`src/rtl/pipe_pkg.sv`:
```
// rtl/pipe_pkg.sv - shared constants and helpers for the IF/ID pipeline stage
package pipe_pkg;

    // MIPS sll $0,$0,0 encodes as all zeros
    localparam logic [31:0] NOP_INSTR = 32'h0000_0000;

    localparam int OCC_W = 2;

    // Number of held entries from the two slot valid bits
    function automatic logic [OCC_W-1:0] occ_count(input logic m_v, input logic s_v);
        return {1'b0, m_v} + {1'b0, s_v};
    endfunction

endpackage

```
`src/rtl/pipe_slot.sv`:
```
// rtl/pipe_slot.sv - one valid+data storage slot with load/clear and async reset
module pipe_slot #(
    parameter int W = 64
) (
    input  logic         clk,
    input  logic         rstn,
    input  logic         i_load,
    input  logic         i_clear,
    input  logic [W-1:0] i_data,
    output logic         o_valid,
    output logic [W-1:0] o_data
);

    logic         r_valid;
    logic [W-1:0] r_data;

    // Clear wins over load; a clear still writes i_data so the caller can scrub or hold contents
    always_ff @(negedge clk or negedge rstn) begin
        if (!rstn) begin
            r_valid <= 1'b0;
            r_data  <= '0;
        end else if (i_clear) begin
            r_valid <= 1'b0;
            r_data  <= i_data;
        end else if (i_load) begin
            r_valid <= 1'b1;
            r_data  <= i_data;
        end
    end

    assign o_valid = r_valid;
    assign o_data  = r_data;

endmodule

```
`src/rtl/if_id_skid_reg.sv`:
```
// rtl/if_id_skid_reg.sv - IF/ID pipeline register with valid/ready, optional skid slot, flush and stall counter
module if_id_skid_reg
    import pipe_pkg::*;
#(
    parameter int                 ADDR_W  = 32,
    parameter int                 INSTR_W = 32,
    parameter logic [INSTR_W-1:0] NOP     = INSTR_W'(NOP_INSTR),
    parameter bit                 SKID    = 1'b1,
    parameter int                 CNT_W   = 16
) (
    input  logic               clk,
    input  logic               rstn,
    input  logic               in_valid,
    output logic               in_ready,
    input  logic [ADDR_W-1:0]  in_pc4,
    input  logic [INSTR_W-1:0] in_instr,
    input  logic               flush,
    output logic               out_valid,
    input  logic               out_ready,
    output logic [ADDR_W-1:0]  out_pc4,
    output logic [INSTR_W-1:0] out_instr,
    output logic [1:0]         occupancy,
    output logic [CNT_W-1:0]   stall_cnt
);

    localparam int DW = ADDR_W + INSTR_W;

    typedef struct packed {
        logic               valid;
        logic [ADDR_W-1:0]  pc4;
        logic [INSTR_W-1:0] instr;
    } slot_t;

    slot_t            w_m;
    slot_t            w_s;
    logic             w_in_fire;
    logic             w_out_fire;
    logic             w_m_take;
    logic             w_m_load;
    logic             w_m_clear;
    logic [DW-1:0]    w_m_din;
    logic [DW-1:0]    w_m_q;
    logic [DW-1:0]    w_in_data;
    logic [CNT_W-1:0] r_stall_cnt;

    assign w_in_fire  = in_valid & in_ready;
    assign w_out_fire = w_m.valid & out_ready;
    assign w_in_data  = {in_pc4, in_instr};

    // M can accept new contents when it is empty or its pair is leaving this edge
    assign w_m_take  = !w_m.valid | w_out_fire;
    assign w_m_load  = !flush & w_m_take & (w_s.valid | w_in_fire);
    assign w_m_clear = flush | (w_m_take & !w_s.valid & !w_in_fire);

    // Skid contents always drain into M before new input, keeping FIFO order
    always_comb begin
        w_m_din = {w_m.pc4, w_m.instr};
        if (flush) begin
            w_m_din = {w_m.pc4, NOP};
        end else if (w_s.valid) begin
            w_m_din = {w_s.pc4, w_s.instr};
        end else if (w_in_fire) begin
            w_m_din = w_in_data;
        end
    end

    pipe_slot #(.W(DW)) u_m_slot (
        .clk     (clk),
        .rstn    (rstn),
        .i_load  (w_m_load),
        .i_clear (w_m_clear),
        .i_data  (w_m_din),
        .o_valid (w_m.valid),
        .o_data  (w_m_q)
    );

    assign w_m.pc4   = w_m_q[DW-1:INSTR_W];
    assign w_m.instr = w_m_q[INSTR_W-1:0];

    generate
        if (SKID) begin : g_skid
            logic          w_s_load;
            logic          w_s_clear;
            logic [DW-1:0] w_s_din;
            logic [DW-1:0] w_s_q;

            // S only captures input while M is held; it empties when drained into M or flushed
            assign w_s_load  = !flush & w_m.valid & !w_out_fire & w_in_fire;
            assign w_s_clear = flush | (w_s.valid & w_m_take);
            assign w_s_din   = w_s_load ? w_in_data : w_s_q;

            pipe_slot #(.W(DW)) u_s_slot (
                .clk     (clk),
                .rstn    (rstn),
                .i_load  (w_s_load),
                .i_clear (w_s_clear),
                .i_data  (w_s_din),
                .o_valid (w_s.valid),
                .o_data  (w_s_q)
            );

            assign w_s.pc4   = w_s_q[DW-1:INSTR_W];
            assign w_s.instr = w_s_q[INSTR_W-1:0];

            // Registered ready: depends only on the skid slot state
            assign in_ready = !w_s.valid;
        end else begin : g_noskid
            assign w_s      = '0;
            // Single entry: accept when M is empty or being consumed this cycle
            assign in_ready = out_ready | !w_m.valid;
        end
    endgenerate

    // Saturating count of edges where fetch waits on a full stage, ignoring flush cycles
    always_ff @(negedge clk or negedge rstn) begin
        if (!rstn) begin
            r_stall_cnt <= '0;
        end else if (in_valid && !in_ready && !flush && (r_stall_cnt != {CNT_W{1'b1}})) begin
            r_stall_cnt <= r_stall_cnt + 1'b1;
        end
    end

    assign out_valid = w_m.valid;
    assign out_pc4   = w_m.pc4;
    assign out_instr = w_m.valid ? w_m.instr : NOP;
    assign occupancy = occ_count(w_m.valid, w_s.valid);
    assign stall_cnt = r_stall_cnt;

endmodule

```
`config.mk`:
```
export PLATFORM = sky130hd
export DESIGN_NAME = if_id_skid_reg
export DESIGN_NICKNAME = d
export VERILOG_FILES = /design/src/rtl/pipe_pkg.sv /design/src/rtl/pipe_slot.sv /design/src/rtl/if_id_skid_reg.sv
export SDC_FILE = /design/constraint.sdc
export NUM_CORES = 1
export LEC_CHECK = 0
export CORE_MARGIN = 1.5
export CORE_UTILIZATION = 49
export DETAILED_ROUTE_END_ITERATION = 16
export PLACE_DENSITY = 0.78
export SLEW_MARGIN = 20
export SYNTH_ARGS = -nofsm -noshare
export SYNTH_HDL_FRONTEND = slang
export SYNTH_HIERARCHICAL = 1
export SYNTH_SLANG_ARGS = --single-unit
```
`constraint.sdc`:
```
create_clock -name clk -period 2.1 [get_ports clk]
set_clock_uncertainty 0.05 [all_clocks]
set_input_delay 0.525 -clock clk [delete_from_list [all_inputs] [get_ports clk]]
set_output_delay 0.525 -clock clk [all_outputs]
set_load 0.1 [all_outputs]
```
==> reports/results.tsv <==
metric	value	unit
grt_max_degree	67	
critPathMaxFanout	8	
track_usage	32.8	%
yosysWarnings	6	
wl	32.0	mm
syn_area	8820	um2
path_clk_slew	40	ps
reg2reg_to	u_m_slot/o_data[21]$_DFFE_NN0P_	
fp.dieW	137	um
syn_nets	792	
hold_depth	1	
hpwl	15.4	mm
clock-sinks	146	
post_drt_wl_per_cell	24.9	um
drive_above_1_share	54.7	%
p_per_area	912	nW/um2
placed_cells	1173	
avgSynthCellArea	12.2	um2
r2r_cells	7	
status	finished with violations	
crit_arrival	2520	ps
holdPathEnd	g_skid.u_s_slot/o_data[61]$_DFFE_NN0P_	
grt_pass1_wl	46.6	mm
chipHeight	137	um
ys_ff_latch	146	
drv_slew	0	
r2r_start	g_skid.u_s_slot/o_valid$_DFFE_NN0P_	
p_leak	0.00684	uW
row_count	48	
dieArea	18800	um2
tritoncts	built	
clkLatencyLatePin	400	ps
startpoint_type	register	
clockBufferDepth	2	
synth.yosys.seq_area_share	41.4	%
io_buffers	152	
endpoint_kind	output pin	
n_fill_cell	768	
multi_input_area	5200	um2
pre_cts_ws	-1610	ps
cp_slowest_cell	dfrtn_1	
antennaDiodeCount	0	
clock-root-buffer	clkbuf_16	
seq_area	3650	um2
critical_path_class	reg2out	
coreArea	17400	um2
drc_errors	0	
synth_edf_count	0	
initial_utilization	50.6	%
drtAntennaViolNets	0	
grt-ovfl-total	0	
worst_slack	-996	ps
drtIter0Drc	580	
irDropWorstVdd	0.000810	V
vias_per_cell	6.12	
cap_violations	0	
area_delta_synth_final	65.8	%
synthArstFlopShare	100	%
worst_pin_slew	725	ps
first_pass_iters	9	
place.gp.congestion	0.780	
antenna_found_initial	0	
synth_ff_type	dfrtn_1	
holdCritStartpoint	g_skid.u_s_slot/o_data[61]$_DFFE_NN0P_	
io_pins	153	
crit_chain	buf_6 -> clkbuf_16 -> and2_4 -> buf_12	
r2r_slack	-610	ps
synth_cells	721	
nets	1119	
hold_violations	0	
tritoncts.num_buffers	17	
vias	7864	
first_global_vias	8197	
rsz0062_at_grt	yes	
synth_cell_types	42	
hold_class	reg2reg	
max_stage_delay	440	ps
htreeDepth	4	
violations	negative setup slack	
setup_viol	230	
cp.required	1520	ps
utilization	84.0	%
max_slew_margin	51.7	%
stdcell_count	1284	
-- per-layer routing --
| metal | GRT usage [%] | up-vias | wire, um |
|---|---|---|---|
| met2 | 56.7 | 459 | 16300 |
| met1 | 41.2 | 4009 | 12400 |
| met3 | 5.33 | 110 | 2090 |
| met4 | 12.2 | 0 | 1120 |
| met5 | 0 | - | 0 |
| li1 | - | 3286 | - |
-- stage by stage --
step / hold WS, ps / power [uW] / instance area [um2] / setup TNS (ps)
3_3_place_gp: 419 / 9000 / 12500 / -239490
5_1_grt: 449 / 13700 / 14600 / -172620
3_5_place_dp: 424 / 9180 / 12500 / -238650
6_report: 435 / 13300 / 14600 / -166280
2_1_floorplan: 405 / 7340 / 9110 / -214300
4_1_cts: 429 / 12900 / 14400 / -157850
-- critical path, delay by kind of cell, from the launching register on --
kind / cells / cell delay [ps]
buffers and inverters: 3 / 470
flip-flops: 1 / 440
AND/OR/NAND/NOR: 1 / 150
-- final cells by class --
cell class	count	share of cell area (%)
Multi-Input combinational cell	518	35.5
Timing Repair Buffer	362	33.2
Sequential cell	146	25.0
Clock buffer	26	3.55
Tap cell	225	1.93
Clock inverter	4	0.650
Inverter	3	0.154
-- report_power, final --
| part | internal [uW] | switching [uW] | leakage [uW] |
|---|---|---|---|
| registers | 3590 | 776 | 0.00191 |
| logic | 3050 | 2700 | 0.00463 |
| clock network | 2050 | 1180 | 0.000302 |
| total | 8690 | 4660 | 0.00684 |
-- flip-flops by register name (all words and copies together) (netlist names) --
register	flops
g_skid.u_s_slot/o_data	64
g_skid.u_s_slot/o_valid	1
stall_cnt	16
u_m_slot/o_data	64
u_m_slot/o_valid	1
-- synthesized netlist by cell type (2+ instances only) --
cell / instances / area, um2
a21oi_1: 33 / 165
a22oi_1: 63 / 473
and2_1: 33 / 206
buf_1: 6 / 22.5
buf_12: 12 / 240
buf_2: 12 / 60.1
buf_4: 2 / 15.0
buf_6: 5 / 56.3
clkbuf_1: 18 / 67.6
dfrtn_1: 146 / 3650
ha_1: 2 / 25.0
inv_1: 2 / 7.51
mux2_1: 49 / 552
mux2_2: 24 / 270
mux2_4: 120 / 1800
mux2i_1: 32 / 320
nand2_1: 4 / 15.0
nand3_1: 5 / 25.0
nand3b_1: 2 / 15.0
nand4_1: 4 / 25.0
nor2_1: 75 / 282
nor2_8: 2 / 40.0
nor3_1: 2 / 10.0
nor4_2: 2 / 25.0
o2111ai_1: 3 / 26.3
o211ai_1: 2 / 15.0
o21ai_0: 33 / 165
xnor2_1: 13 / 114
xor2_1: 2 / 17.5
-- how the worst max path moves through the flow --
stage / start / end / cells after the start
4_1_cts: u_m_slot/o_valid$_DFFE_NN0P_ / out_instr[13] / 4
3_3_place_gp: out_ready / g_skid.u_s_slot/o_data[41]$_DFFE_NN0P_ / 7
2_1_floorplan: u_m_slot/o_valid$_DFFE_NN0P_ / occupancy[1] / 1
3_5_place_dp: out_ready / g_skid.u_s_slot/o_data[3]$_DFFE_NN0P_ / 7
5_1_grt: u_m_slot/o_valid$_DFFE_NN0P_ / out_instr[20] / 4
6_report: u_m_slot/o_valid$_DFFE_NN0P_ / out_instr[20] / 4
-- placed cells by master, fill, tap and decap left out, types with 5 or more instances in the layout --
cell / netlist / layout
mux2_4: 120 / 179
dfrtn_1: 146 / 146
buf_4: 2 / 129
buf_12: 12 / 122
nor2_1: 75 / 67
clkdlybuf4s50_1: 0 / 64
a22oi_1: 63 / 63
a21oi_1: 33 / 33
and2_4: 0 / 32
o21ai_0: 33 / 32
mux2i_1: 32 / 32
buf_6: 5 / 25
clkbuf_16: 0 / 21
xnor2_1: 13 / 12
buf_16: 0 / 12
mux2_1: 49 / 7
mux2_2: 24 / 7
clkbuf_8: 0 / 6
buf_8: 0 / 6
nor2_4: 0 / 5
-- timing repair --
| item | in CTS | in global routing |
|---|---|---|
| endpoints found under the setup margin | 230 | 230 |
| gates cloned | 21 | 4 |
| buffers inserted | 50 | 21 |
| pin swaps | 20 | 23 |
| resized for setup | 97 | 55 |
| hold buffers | 0 | 0 |
-- cell families (layout without fill, tap and decap cells) --
kind of cell | Yosys count | count (layout) | synth area share [%]
AND/OR/NAND/NOR | 138 | 139 | 8.24
XOR/XNOR | 15 | 15 | 1.49
flip-flops | 146 | 146 | 41.4
AO/OA/AOI/OAI | 137 | 137 | 9.82
adder cells (fa/ha/maj) | 2 | 2 | 0.284
multiplexers | 225 | 225 | 33.4
buffers and inverters | 58 | 395 | 5.36
Note: power is estimated with default switching activity, not from simulation.
